===== src/rtl/dac_stream_ctrl.sv =====
// Per-channel sample FIFO: registered level, combinational head read, flush empties it.
// Latency: push visible in level next cycle; head sample is readable in the same cycle as a pop.
// Backpressure: full comes from registered level, so a push into a full FIFO is dropped even if a pop happens that cycle.
module dac_sample_fifo #(
    parameter int W     = 10,
    parameter int DEPTH = 16,
    parameter int AW    = $clog2(DEPTH)
) (
    input  logic          clk,
    input  logic          rst,
    input  logic          flush,
    input  logic          push_vld,
    input  logic [W-1:0]  push_dat,
    input  logic          pop,
    output logic [W-1:0]  head_dat,
    output logic [AW:0]   level,
    output logic          full
);
    localparam int LW = AW + 1;

    logic [W-1:0]  mem [DEPTH];
    logic [AW-1:0] wr_ptr;
    logic [AW-1:0] rd_ptr;
    logic          push_ok;
    logic          pop_ok;

    assign full     = (level == LW'(DEPTH));
    assign push_ok  = push_vld && !full;
    assign pop_ok   = pop && (level != '0);
    assign head_dat = mem[rd_ptr];

    always_ff @(posedge clk) begin
        if (rst || flush) begin
            wr_ptr <= '0;
            rd_ptr <= '0;
            level  <= '0;
        end else begin
            if (push_ok) wr_ptr <= wr_ptr + AW'(1);
            if (pop_ok)  rd_ptr <= rd_ptr + AW'(1);
            level <= level + LW'(push_ok) - LW'(pop_ok);
        end
    end

    always_ff @(posedge clk) begin
        if (push_ok && !flush) mem[wr_ptr] <= push_dat;
    end
endmodule

// Multi-channel DAC sample engine: per-channel FIFOs popped together on a programmable tick.
// Latency: tick in cycle t updates dac_data, fifo_level and underflow at t+1.
// Backpressure: wr_ready per channel drops when its FIFO holds C_FIFO_DEPTH samples; writes then are dropped.
module dac_stream_ctrl #(
    parameter int C_NUM_CH     = 2,
    parameter int C_DATA_WIDTH = 10,
    parameter int C_FIFO_DEPTH = 16,
    parameter int C_DIV_WIDTH  = 16
) (
    input  logic                                          Bus2IP_Clk,
    input  logic                                          Bus2IP_Reset,
    input  logic [C_NUM_CH-1:0]                           wr_valid,
    input  logic [C_NUM_CH*C_DATA_WIDTH-1:0]              wr_data,
    output logic [C_NUM_CH-1:0]                           wr_ready,
    input  logic                                          ctrl_enable,
    input  logic [C_DIV_WIDTH-1:0]                        ctrl_div,
    input  logic                                          ctrl_twos,
    input  logic                                          ctrl_uf_mid,
    input  logic                                          ctrl_flush,
    input  logic                                          ctrl_clr_status,
    output logic [C_NUM_CH*($clog2(C_FIFO_DEPTH)+1)-1:0]  fifo_level,
    output logic [C_NUM_CH-1:0]                           underflow,
    output logic [C_NUM_CH*C_DATA_WIDTH-1:0]              dac_data,
    output logic                                          dac_dclk,
    output logic                                          dac_pwrdn
);
    localparam int W  = C_DATA_WIDTH;
    localparam int LW = $clog2(C_FIFO_DEPTH) + 1;
    localparam logic [W-1:0] MIDSCALE = {1'b1, {(W-1){1'b0}}};

    logic [C_DIV_WIDTH-1:0] div_eff;
    logic [C_DIV_WIDTH-1:0] cnt_q;
    logic                   tick;
    logic                   pop_en;

    // A divider of 0 behaves as 1 so the period never collapses below 2 clocks.
    assign div_eff = (ctrl_div == '0) ? C_DIV_WIDTH'(1) : ctrl_div;
    assign tick    = ctrl_enable && (cnt_q == div_eff);
    assign pop_en  = tick && !ctrl_flush;

    // cnt >= D also catches a divider lowered below the running count: wrap without a tick.
    always_ff @(posedge Bus2IP_Clk) begin
        if (Bus2IP_Reset) begin
            cnt_q     <= '0;
            dac_dclk  <= 1'b0;
            dac_pwrdn <= 1'b1;
        end else begin
            if (!ctrl_enable || cnt_q >= div_eff) cnt_q <= '0;
            else                                  cnt_q <= cnt_q + C_DIV_WIDTH'(1);
            dac_dclk  <= ctrl_enable && (cnt_q > (div_eff >> 1));
            dac_pwrdn <= ~ctrl_enable;
        end
    end

    for (genvar g = 0; g < C_NUM_CH; g++) begin : g_ch
        logic [W-1:0]  head_dat;
        logic [W-1:0]  conv_dat;
        logic [W-1:0]  data_q;
        logic [LW-1:0] lvl;
        logic          full;
        logic          empty;
        logic          uf_q;

        dac_sample_fifo #(
            .W     (W),
            .DEPTH (C_FIFO_DEPTH)
        ) u_fifo (
            .clk      (Bus2IP_Clk),
            .rst      (Bus2IP_Reset),
            .flush    (ctrl_flush),
            .push_vld (wr_valid[g]),
            .push_dat (wr_data[g*W +: W]),
            .pop      (pop_en),
            .head_dat (head_dat),
            .level    (lvl),
            .full     (full)
        );

        assign empty    = (lvl == '0);
        assign conv_dat = ctrl_twos ? {~head_dat[W-1], head_dat[W-2:0]} : head_dat;

        always_ff @(posedge Bus2IP_Clk) begin
            if (Bus2IP_Reset) begin
                data_q <= MIDSCALE;
                uf_q   <= 1'b0;
            end else begin
                if (pop_en) begin
                    if (!empty)          data_q <= conv_dat;
                    else if (ctrl_uf_mid) data_q <= MIDSCALE;
                end
                // A fresh underflow beats a same-cycle clear.
                if (pop_en && empty)     uf_q <= 1'b1;
                else if (ctrl_clr_status) uf_q <= 1'b0;
            end
        end

        assign wr_ready[g]             = ~full;
        assign fifo_level[g*LW +: LW]  = lvl;
        assign dac_data[g*W +: W]      = data_q;
        assign underflow[g]            = uf_q;
    end
endmodule

===== config.mk =====
export PLATFORM = sky130hd
export DESIGN_NAME = dac_stream_ctrl
export DESIGN_NICKNAME = d
export VERILOG_FILES = /design/src/rtl/dac_stream_ctrl.sv
export SDC_FILE = /design/constraint.sdc
export NUM_CORES = 1
export LEC_CHECK = 0
export ABC_AREA = 1
export BUFFER_PORTS_ARGS = -buffer_cell sky130_fd_sc_hd__buf_2
export CORE_ASPECT_RATIO = 1.4
export CORE_MARGIN = 3
export CORE_UTILIZATION = 36
export DETAILED_ROUTE_END_ITERATION = 10
export SYNTH_ARGS = -nofsm -noshare
export SYNTH_HDL_FRONTEND = slang
export SYNTH_SLANG_ARGS = --single-unit

===== constraint.sdc =====
create_clock -name Bus2IP_Clk -period 3.2 [get_ports Bus2IP_Clk]
set_clock_uncertainty 0.05 [all_clocks]
set_input_delay 0.48 -clock Bus2IP_Clk [delete_from_list [all_inputs] [get_ports Bus2IP_Clk]]
set_output_delay 0.48 -clock Bus2IP_Clk [all_outputs]
set_load 0.01 [all_outputs]

* Word level (Yosys, flattened, before mapping) *
Memory sizes are Yosys's and may differ from the RTL's. A register that Yosys moved wholly into a read port is not among the register bits.
Index checks and enable logic that the tools add are counted.
Widths: inputs -> output; s select.

word-level totals
  input port bits = 45
  memories = 2
  register bits after elaboration = 66
  RAM bits = 320

memory list
  memory              words  width  rd ports  clocked after Yosys merged registers in  wr ports  RTL line  text
  g_ch[0].u_fifo.mem  16     10     1         1                                        1         21        logic [W-1:0] mem [DEPTH];
  g_ch[1].u_fifo.mem  16     10     1         1                                        1         21

operators by class
  reduce and logical (&&, ||, !) cells = 27
  order comparisons = 2
  eq/ne operators = 5
  bitwise logic cells = 5
  add/sub/neg operators = 9
  multiplexer cells = 17

operator list
  cell                   number
  $mux 10                5
  $add 16x1->16 const B  1
  $add 4x1->4 const B    4
  $eq 16x16->1           1
  $ge 16x16->1           1
  $gt 16x15->1           1
  $logic_not 16->1       1
  $mux 16                1
  $mux 4                 4
  $logic_and 1x1->1      11
  $add 5x1->5            2
  $eq 5x5->1 const B     2
  $logic_not 5->1        2
  $reduce_bool 5->1      2
  $sub 5x1->5            2
  $mux 1                 7
  $not 1->1              5
  $logic_not 1->1        4
  $ne 2x2->1 const B     2
  $reduce_and 2->1       2
  $reduce_bool 2->1      2
  $logic_or 1x1->1       2
  $reduce_or 2->1        1

* Logic depth before layout (Yosys ltp) *
Gate-level depths: netlist of run 1.

  depth in word-level cells = 8
  gate-level depth with buffers = 18
  depth with buffers taken out = 18

* Hierarchy *
From an unflattened synthesis of run 1, not the netlist that was laid out.

second synthesis, totals
  cells, all modules = 1942
  area total of the unflattened synthesis = 18323.8 sq um

modules (own cells, without submodules)
  module                            area each (sq um)  times used  sequential area each (sq um)  cells each
  dac_sample_fifo (g_ch[0].u_fifo)  7862.5             1           5144.9                        792
  dac_sample_fifo (g_ch[1].u_fifo)  7837.5             1           5144.9                        783
  dac_stream_ctrl                   2623.8             1           800.8                         367

* Least setup slack after synthesis of run 1 *
No wires, ideal clock.

  path type = input port to flip-flop
  from = input port ctrl_div[8]
  to = register g_ch[0].u_fifo.level[4]
  data required time = 3080 ps
  setup time = 70 ps
  cell stages on the path = 16
  setup slack = 318 ps
  path buffers = 0
  arrival time = 2763 ps
  cells stage by stage = nor4_1 > a41o_1 > ha_1 > nand4_2 > nor2_4 > nand2_4 > nor2_4 > ha_1 > inv_1 > ha_1 > fa_1 > nand2_1 > a21oi_1 > nor2_1 > o21ai_0 > a21oi_1

on the way
  longest elaborated chain between the ends = 7

ends and longest elaborated chain
  item                             RTL line  text
  start: declaration               64        input logic [C_DIV_WIDTH-1:0] ctrl_div,
  $logic_not 16->1                 85        assign div_eff = (ctrl_div == '0) ? C_DIV_WIDTH'(1) : ctrl_div;
  $mux 16 (*)                      85
  $eq 16x16->1 (*)                 86        assign tick = ctrl_enable && (cnt_q == div_eff);
  $logic_and 1x1->1 (*)            86
  $logic_and 1x1->1 (*)            87        assign pop_en = tick && !ctrl_flush;
  $logic_and 1x1->1 (*)            29        assign pop_ok = pop && (level != '0);
  named net g_ch[0].u_fifo.pop_ok  25        logic pop_ok;
  $sub 5x1->5 (*)                  40        level <= level + LW'(push_ok) - LW'(pop_ok);
  end signal: assignment           40
  end: declaration                 16        output logic [AW:0] level,

The timed path passes the listed nets; every way through them passes the cells marked *.
A chain may end at the register's enable or synchronous reset.

* Final worst setup path of run 1 *
  from = register cnt_q[11]
  to = register g_ch[1].u_fifo.level[4]

on the way
  longest elaborated chain between the ends = 5

ends and longest elaborated chain
  item                      RTL line  text
  start: declaration        80        logic [C_DIV_WIDTH-1:0] cnt_q;
  start signal: assignment  97        else cnt_q <= cnt_q + C_DIV_WIDTH'(1);
  $eq 16x16->1              86
  $logic_and 1x1->1         86
  $logic_and 1x1->1         87
  $logic_and 1x1->1         29
  $sub 5x1->5               40
  end signal: assignment    40
  end: declaration          16

No other way between the ends.

==> results by group, run 1 <==
Yosys
  • Share of the synthesized area in the top cell type: 56.7%
  • Post-Synthesis Cells: around 1600
  • Post-Synth XOR/XNOR Area: roughly 1.2%
  • Adder-cell share of the synthesized area: 4.15%
  • Register area share after synthesis: 65.4%
  • EDFF count, synth: 320
  • Synth Flop Type: edfxtp_1
  • Simple-gate share of the synthesized area: about 16%
  • Synthesized area: roughly 17000 µm²
  • Mux contribution to synthesized area: 0%
  • Largest family of logic cells by synthesized area: simple AND/OR/NAND/NOR gates
  • Synth top area cells: edfxtp_1 57%, dfxtp_1 8.7%, nor2_1 6.5%, nand2_1 4.9%, o21ai_0 4.3%
  • Synth Register Bits: 394
  • Asr flop ratio synth: 0%
  • Post-Syn Area per Cell: around 11 µm²
  • Distinct cells, synth: 36
  • Compound-Gate Fraction of Synth Area: 8.30%
  • Synth area leader: edfxtp_1
  • Post-synth net total: about 1700
  • Yosys warns: 0

Route
  • Residual DRC: 0
  • Routed Wire Length: 41.5 mm
  • Vias per cell: 4.94
  • Pre-antenna DRT Iters: 5
  • Vias: about 12000
  • Initial DRC Count: 794
  • Post-DRT Antenna Nets: 0
  • Routed wire length per instance: about 18 µm

Setup path
  • FF-to-FF setup slack: ~0.34 ns
  • Critical R2R Capture: g_ch[1].u_fifo.level[4]$_SDFF_PP0_
  • CP Launch Type: flop
  • Crit path DAT: 3.21 ns
  • CP Capture Type: flop
  • WS Path Type: flop to flop
  • RR Startpoint: cnt_q[11]$_SDFF_PP0_
  • Crit-path max FO: 7
  • Worst endpoint required time: between 3 and 4 ns
  • Worst r2r path cells: 17

Placed design
  • Dpl hpwl: roughly 27 mm
  • I/O Buffers: 80
  • Dpl cell area: around 18000 µm²
  • RD Place Congestion: just over 0.8
  • Inst Count DP: roughly 2300

Global routing
  • GRT Util Overall: 16.5%
  • Initial antenna violation count: 3
  • Largest net degree at the start of global routing: a little over 90
  • Vias in the first global route: 11600
  • Grt ovf: 0
  • First-pass GRT wire length: around 64 mm

Floorplan
  • Die height: about 260 µm
  • Initial Utilization: a little over a third
  • Placeable Area: about 46000 µm²
  • Die Wd: roughly 190 µm
  • Row Count: 93
  • Die area: 49700 µm²
  • Boundary Pins: between 80 and 90

Power
  • Pwr/cell area: ~540 nW/µm²
  • Pint: 8.41 mW
  • Sequential share of power: between 50% and 60%
  • Switching Power: ~2.1 mW
  • Switching portion of total power: roughly a fifth
  • Combinational Power Share: under 10%
  • Lkg Pwr: 7.29 nW
  • VDD IR-drop max: ~0.33 mV
  • Clock network power share: between 40% and 50%

Cells and area
  • Footprint of the multi-input gates: roughly 5000 µm²
  • Fill cell count: approximately 4500
  • Nets: between 1500 and 2000
  • Diode count: 0
  • Reg area: about 11000 µm²
  • Cell area after layout: ~20000 µm²
  • Layout area overhead: 15.5%
  • Share of post-route cells with drive strength above 1: 12.9%
  • Final non-filler cell total: roughly 2300

CTS
  • Clk slew on worst S/H paths: roughly 0.060 ns
  • Clock Tree Buf Depth: 3
  • Num CTS Buffers: 40
  • Root buf cell: clkbuf_16
  • CTS tree: built
  • Post-CTS setup buffers: 0
  • Clock Latency Late Sink: approximately 0.54 ns
  • H-tree depth: 2
  • CTS-repair resized insts: 0
  • Clock sinks: 394
  • Hold Buf Count CTS: 0

Timing
  • Max-slew violation count: 0
  • Worst rel slew slack: between 30% and 40%
  • Fin crit share: 89.4%
  • Worst Tran Pin Value: 0.955 ns
  • Max Freq: approximately 0.35 GHz
  • Unrepaired setup endpoints after global routing: no
  • Final setup viols: 0
  • Min Tclk post-route: 2.86 ns
  • Final Hold Vio Count: 0

Run status
  • Status: finished clean

Worst hold path
  • Worst Hold Launch: ctrl_clr_status
  • Hold worst-path end: g_ch[0].uf_q$_SDFFE_PP0P_
  • Worst Hold Class: input pin to flop
  • Worst hold path depth: 4

Job
  • Maxcap violations: 0
critical path, cell delays in order, from the launching register on:
cell and delay (ns):
dfxtp_1 0.39, ha_1 0.36, nand2_1 0.07, nor2_2 0.11, nand3_2 0.11, nor2_4 0.21
nand2_4 0.10, nor2_4 0.10, inv_1 0.07, or2_4 0.25, nand2_1 0.06, ha_1 0.18
fa_1 0.22, nand2_1 0.06, a21oi_1 0.13, nor2_1 0.06, o21ai_0 0.14, a21oi_1 0.05
per-stage QoR:
step | hold WS, ns | setup TNS [ns] | setup WS [ns] | total power [mW] | util [%]
final | 0.156 | 0 | 0.339 | 10.6 | 42.3
after global routing | 0.172 | 0 | 0.0442 | 10.9 | 42.3
after CTS | 0.132 | 0 | 0.282 | 10.7 | 42.3
after detailed placement | 0.404 | -0.0997 | -0.0870 | 5.98 | 39.4
after global placement | 0.399 | -0.0791 | -0.0579 | 5.97 | 39.4
after floorplan | 0.380 | 0 | 0.318 | 5.82 | -
flip-flops by register name (all words and copies together) (netlist names), named ones only:
| register | cells |
|---|---|
| g_ch.u_fifo.level | 10 |
| g_ch.uf_q | 2 |
| g_ch.u_fifo.rd_ptr | 8 |
| g_ch.u_fifo.mem | 320 |
| g_ch.u_fifo.wr_ptr | 8 |
| dac_pwrdn | 1 |
| cnt_q | 16 |
| g_ch.data_q | 20 |
| dac_dclk | 1 |
how the worst max path moves through the flow:
stage	from	end	slack, ns	depth (start not counted)
after global routing	cnt_q[11]$_SDFF_PP0_	g_ch[1].u_fifo.level[4]$_SDFF_PP0_	0.04	17
after CTS	cnt_q[11]$_SDFF_PP0_	g_ch[1].u_fifo.level[4]$_SDFF_PP0_	0.28	17
after floorplan	ctrl_div[8]	g_ch[0].u_fifo.level[4]$_SDFF_PP0_	0.32	16
after global placement	ctrl_div[12]	g_ch[1].u_fifo.level[4]$_SDFF_PP0_	-0.06	18
after detailed placement	ctrl_div[12]	g_ch[1].u_fifo.level[4]$_SDFF_PP0_	-0.09	18
final	cnt_q[11]$_SDFF_PP0_	g_ch[1].u_fifo.level[4]$_SDFF_PP0_	0.34	17
cell type report:
class                      count  share of cell area (%)
clock inverter                16                   0.882
inverter                     125                    2.40
clock buffer                  57                    5.90
multi-input combinational    999                    25.9
sequential                   394                    56.7
timing repair buffer         137                    4.36
tap                          617                    3.94
synthesized netlist by cell type (3+ instances only):
cell type,instances
ha_1,53
nand4_2,3
nor3_1,7
buf_2,28
nor4_1,4
edfxtp_1,320
o211ai_1,35
nand2_1,221
xnor2_1,12
nor2_1,295
buf_4,3
a21oi_1,69
clkinv_1,4
nand3_1,109
o21ai_0,147
dfxtp_1,74
xor2_1,11
inv_2,6
a31oi_1,4
nor2_4,3
inv_1,115
nor2_2,6
nand4_1,7
clkbuf_1,37
power by group through the flow:
stage	Combinational, mW	Clock (mW)	Sequential, mW
floorplan	0.136	0	5.69
global placement	0.287	0	5.68
detailed placement	0.296	0	5.68
CTS	0.297	4.80	5.57
global route	0.328	4.99	5.57
finish	0.292	4.69	5.57
metal layers:
layer | vias to the layer above | global-route usage (%) | wire length [µm]
li1 | 5665 | - | -
met1 | 5522 | 19.6 | 16500
met2 | 297 | 29.7 | 21600
met3 | 90 | 2.34 | 1780
met4 | 4 | 6.88 | 1610
met5 | - | 0 | 27
kinds of logic after synthesis:
logic type	count (synthesis)
xor+xnor	23
flops	394
fa+ha+maj	55
buf+inv	195
compound gates	260
simple gates	661
placed cells by master (no fill, tap or decap), types with 4 or more instances in the layout:
master,count
edfxtp_1,320
inv_1,115
nor3_1,7
clkinv_2,4
nor2_1,295
o21ai_0,147
nor4_1,4
ha_1,53
nand4_1,7
nor2_2,6
xor2_1,11
a31oi_1,4
clkinv_1,8
clkbuf_16,41
clkbuf_8,7
buf_4,55
nand3_1,109
buf_2,80
o211ai_1,35
clkbuf_1,9
inv_2,6
nand2_1,221
a21oi_1,69
dfxtp_1,72
xnor2_1,12
Note: power is estimated with default switching activity, not from simulation.
==> run 2, diff against run 1 <==
--- a/config.mk
+++ b/config.mk
@@ -5,7 +5,6 @@
 export SDC_FILE = /design/constraint.sdc
 export NUM_CORES = 1
 export LEC_CHECK = 0
-export ABC_AREA = 1
 export BUFFER_PORTS_ARGS = -buffer_cell sky130_fd_sc_hd__buf_2
 export CORE_ASPECT_RATIO = 1.4
 export CORE_MARGIN = 3
==> run 2 against run 1 <==
Net effect: clock-buffer cell count decreased by 11; combinational power increased by 4%; maximum frequency decreased by 5.5%; worst hold slack got worse by 0.00086 ns; critical path depth decreased by 4; global-route usage decreased by 2.0 points; synthesized cell count decreased by 38%; largest power group unchanged.
==> results by group, run 2 <==
Timing
  • Worst Tran Pin Value: approximately 0.93 ns
  • Min Tclk post-route: a little over 3 ns
  • Fin crit share: 94.6%
  • Final setup viols: 0
  • Final Hold Vio Count: 0
  • Max Freq: about 0.33 GHz
  • Max-slew violation count: 0
  • Worst rel slew slack: around 37%

Yosys
  • Synth top area cells: edfxtp_1 59%, mux4_2 10%, dfxtp_1 9.1%, ha_1 4.1%, nor2_1 2.3%
  • Commonest cells post-synth: 320 x edfxtp_1, 100 x nor2_1, 74 x dfxtp_1
  • Post-Synthesis Cells: a little under 1000
  • Synth Flop Type: edfxtp_1
  • Synth Register Bits: around 390
  • Synth area leader: edfxtp_1
  • Distinct cells, synth: 43
  • Share of the synthesized area in the top cell type: 59.3%
  • Synthesized area: roughly 16000 µm²
  • Post-Syn Area per Cell: around 17 µm²
  • Asr flop ratio synth: 0%
  • Post-synth net total: 1078
  • Most common cell in the netlist: edfxtp_1
  • EDFF count, synth: 320
  • Yosys warns: 0
  • Register area share after synthesis: between 60 and 70%

Global routing
  • GRT Util Overall: between 10% and 20%
  • Largest net degree at the start of global routing: 32
  • Grt ovf: 0
  • Initial antenna violation count: 0
  • First-pass GRT wire length: between 50 and 60 mm
  • Vias in the first global route: ~9200

Setup path
  • Crit path DAT: 3.45 ns
  • CP Capture Type: flop
  • CP Launch Type: flop
  • Worst endpoint required time: between 3 and 4 ns
  • WS Path Type: flop to flop
  • Crit-path max FO: 5

CTS
  • Root buf cell: clkbuf_16
  • Clock Latency Late Sink: around 0.55 ns
  • H-tree depth: 2
  • Post-CTS setup buffers: 0
  • CTS tree: built
  • Num CTS Buffers: 39
  • Clock Tree Buf Depth: 3
  • Hold Buf Count CTS: 0
  • Clock sinks: 394
  • Clk slew on worst S/H paths: about 0.060 ns
  • CTS-repair resized insts: 0

Power
  • Power, Total: 10.2 mW
  • Lkg Pwr: 6.67 nW
  • Pwr/cell area: roughly 540 nW/µm²
  • VDD IR-drop max: around 0.33 mV

Route
  • Routed wire length per instance: just under 20 µm
  • Vias per cell: around 5
  • Vias: between 8000 and 9000
  • Residual DRC: 0
  • Routed Wire Length: between 30 and 40 mm
  • Pre-antenna DRT Iters: 5
  • Post-DRT Antenna Nets: 0
  • Initial DRC Count: approximately 460

Cells and area
  • Max FFs per register: 320
  • Layout area overhead: 17.7%
  • Top reg by flops: g_ch.u_fifo.mem
  • Most frequent cells in the layout: 320 x edfxtp_1, 100 x nor2_1, 89 x buf_4
  • Core Util, Final: a little over two fifths
  • Largest registers: g_ch.u_fifo.mem (320), g_ch.data_q (20), cnt_q (16)
  • Share of post-route cells with drive strength above 1: approximately 28%
  • Diode count: 0
  • Fill cell count: just under 4000
  • Nets: 1252
  • Commonest non-fill, non-tap cell in the layout: edfxtp_1

Job
  • Maxcap violations: 0

Floorplan
  • Placeable Area: ~44000 µm²
  • Die height: 257 µm
  • Boundary Pins: slightly above 80
  • Initial Utilization: ~37%
  • Row Count: 91
  • Die area: 47600 µm²
  • Die Wd: 185 µm

Placed design
  • RD Place Congestion: around 0.79
  • I/O Buffers: 80
  • Dpl hpwl: 22.9 mm

Worst hold path
  • Worst Hold Class: input pin to flop

Run status
  • Status: finished clean
-- run 2: changes by cell type after synthesis, sizes merged, moves of 13 or more --
| cell | previous run | this run |
|---|---|---|
| nor2 | 304 | 100 |
| inv | 121 | 37 |
| a21oi | 69 | 39 |
| mux2 | 0 | 18 |
| mux2i | 0 | 20 |
| o211ai | 35 | 2 |
| o21ai | 148 | 27 |
| nand3 | 110 | 15 |
| mux4 | 0 | 82 |
| nand2 | 223 | 38 |
| clkbuf | 37 | 19 |
| buf | 33 | 20 |
-- run 2: power by group --
group	total [mW]	switching (mW)	internal (mW)
clock network	4.37	1.96	2.41
logic	0.303	0.191	0.113
registers	5.57	0.0135	5.56
-- run 2: worst max-delay path, stage by stage (launching register included) --
cell and delay [ns]:
dfxtp_2 0.34, ha_1 0.30, and4_1 0.21, and4_4 0.21, and3_1 0.17, and3_1 0.16, ha_1 0.26, inv_1 0.04
ha_1 0.20, fa_2 0.34, a21oi_1 0.13, nor2_1 0.06, or3_1 0.34, a21oi_1 0.13
-- run 2: layer usage --
| layer | track usage (%) | vias to the layer above | share of wire, % |
|---|---|---|---|
| met1 | 16.9 | 4400 | 39 |
| li1 | - | 4096 | - |
| met5 | 0 | - | 0 |
| met3 | 2.32 | 66 | 3.8 |
| met4 | 4.98 | 0 | 3.2 |
| met2 | 26.6 | 160 | 54 |
-- run 2: stage by stage --
step,cell area (µm²),setup TNS (ns),instances,setup slack (ns),hold slack [ns]
5_1_grt,19100,-0.000122,1741,-0.0000711,0.145
3_3_place_gp,17800,-0.601,1669,-0.325,0.383
2_1_floorplan,16200,0,978,0.00933,0.391
4_1_cts,19100,0,1741,0.0752,0.119
6_report,19100,0,1741,0.172,0.155
3_5_place_dp,17800,-0.648,1669,-0.339,0.389
-- run 2: worst paths after layout --
path | from | end | depth (start not counted) | slack, ns
setup / recovery | cnt_q[6]$_SDFF_PP0_ | g_ch[0].u_fifo.level[4]$_SDFF_PP0_ | 13 | 0.17
hold reg to reg | g_ch[0].data_q[0]$_SDFFE_PP0P_ | g_ch[0].data_q[0]$_SDFFE_PP0P_ | 2 | 0.39
setup reg to reg | cnt_q[6]$_SDFF_PP0_ | g_ch[0].u_fifo.level[4]$_SDFF_PP0_ | 13 | 0.17
hold / removal | Bus2IP_Reset | g_ch[0].uf_q$_SDFFE_PP0P_ | 2 | 0.16
-- run 2: kinds of logic after synthesis --
family	after synthesis	share of synthesized area [%]
AND/OR/NAND/NOR	212	6.04
flip-flops	394	68.5
adder cells (fa/ha/maj)	55	4.34
AO/OA/AOI/OAI	87	3.03
multiplexers	120	14.1
XOR/XNOR	34	1.84
buffers and inverters	76	2.18
-- run 2: cell type report --
class                   instances  area (µm²)  share of cell area (%)
clock buffers                  46        1020                    5.37
clock inverters                26         201                    1.06
inverters                      37         139                   0.729
multi-input cells             508        4770                    25.0
flip-flops and latches        394       11100                    58.2
well taps                     558         698                    3.66
repair buffers                172        1130                    5.92
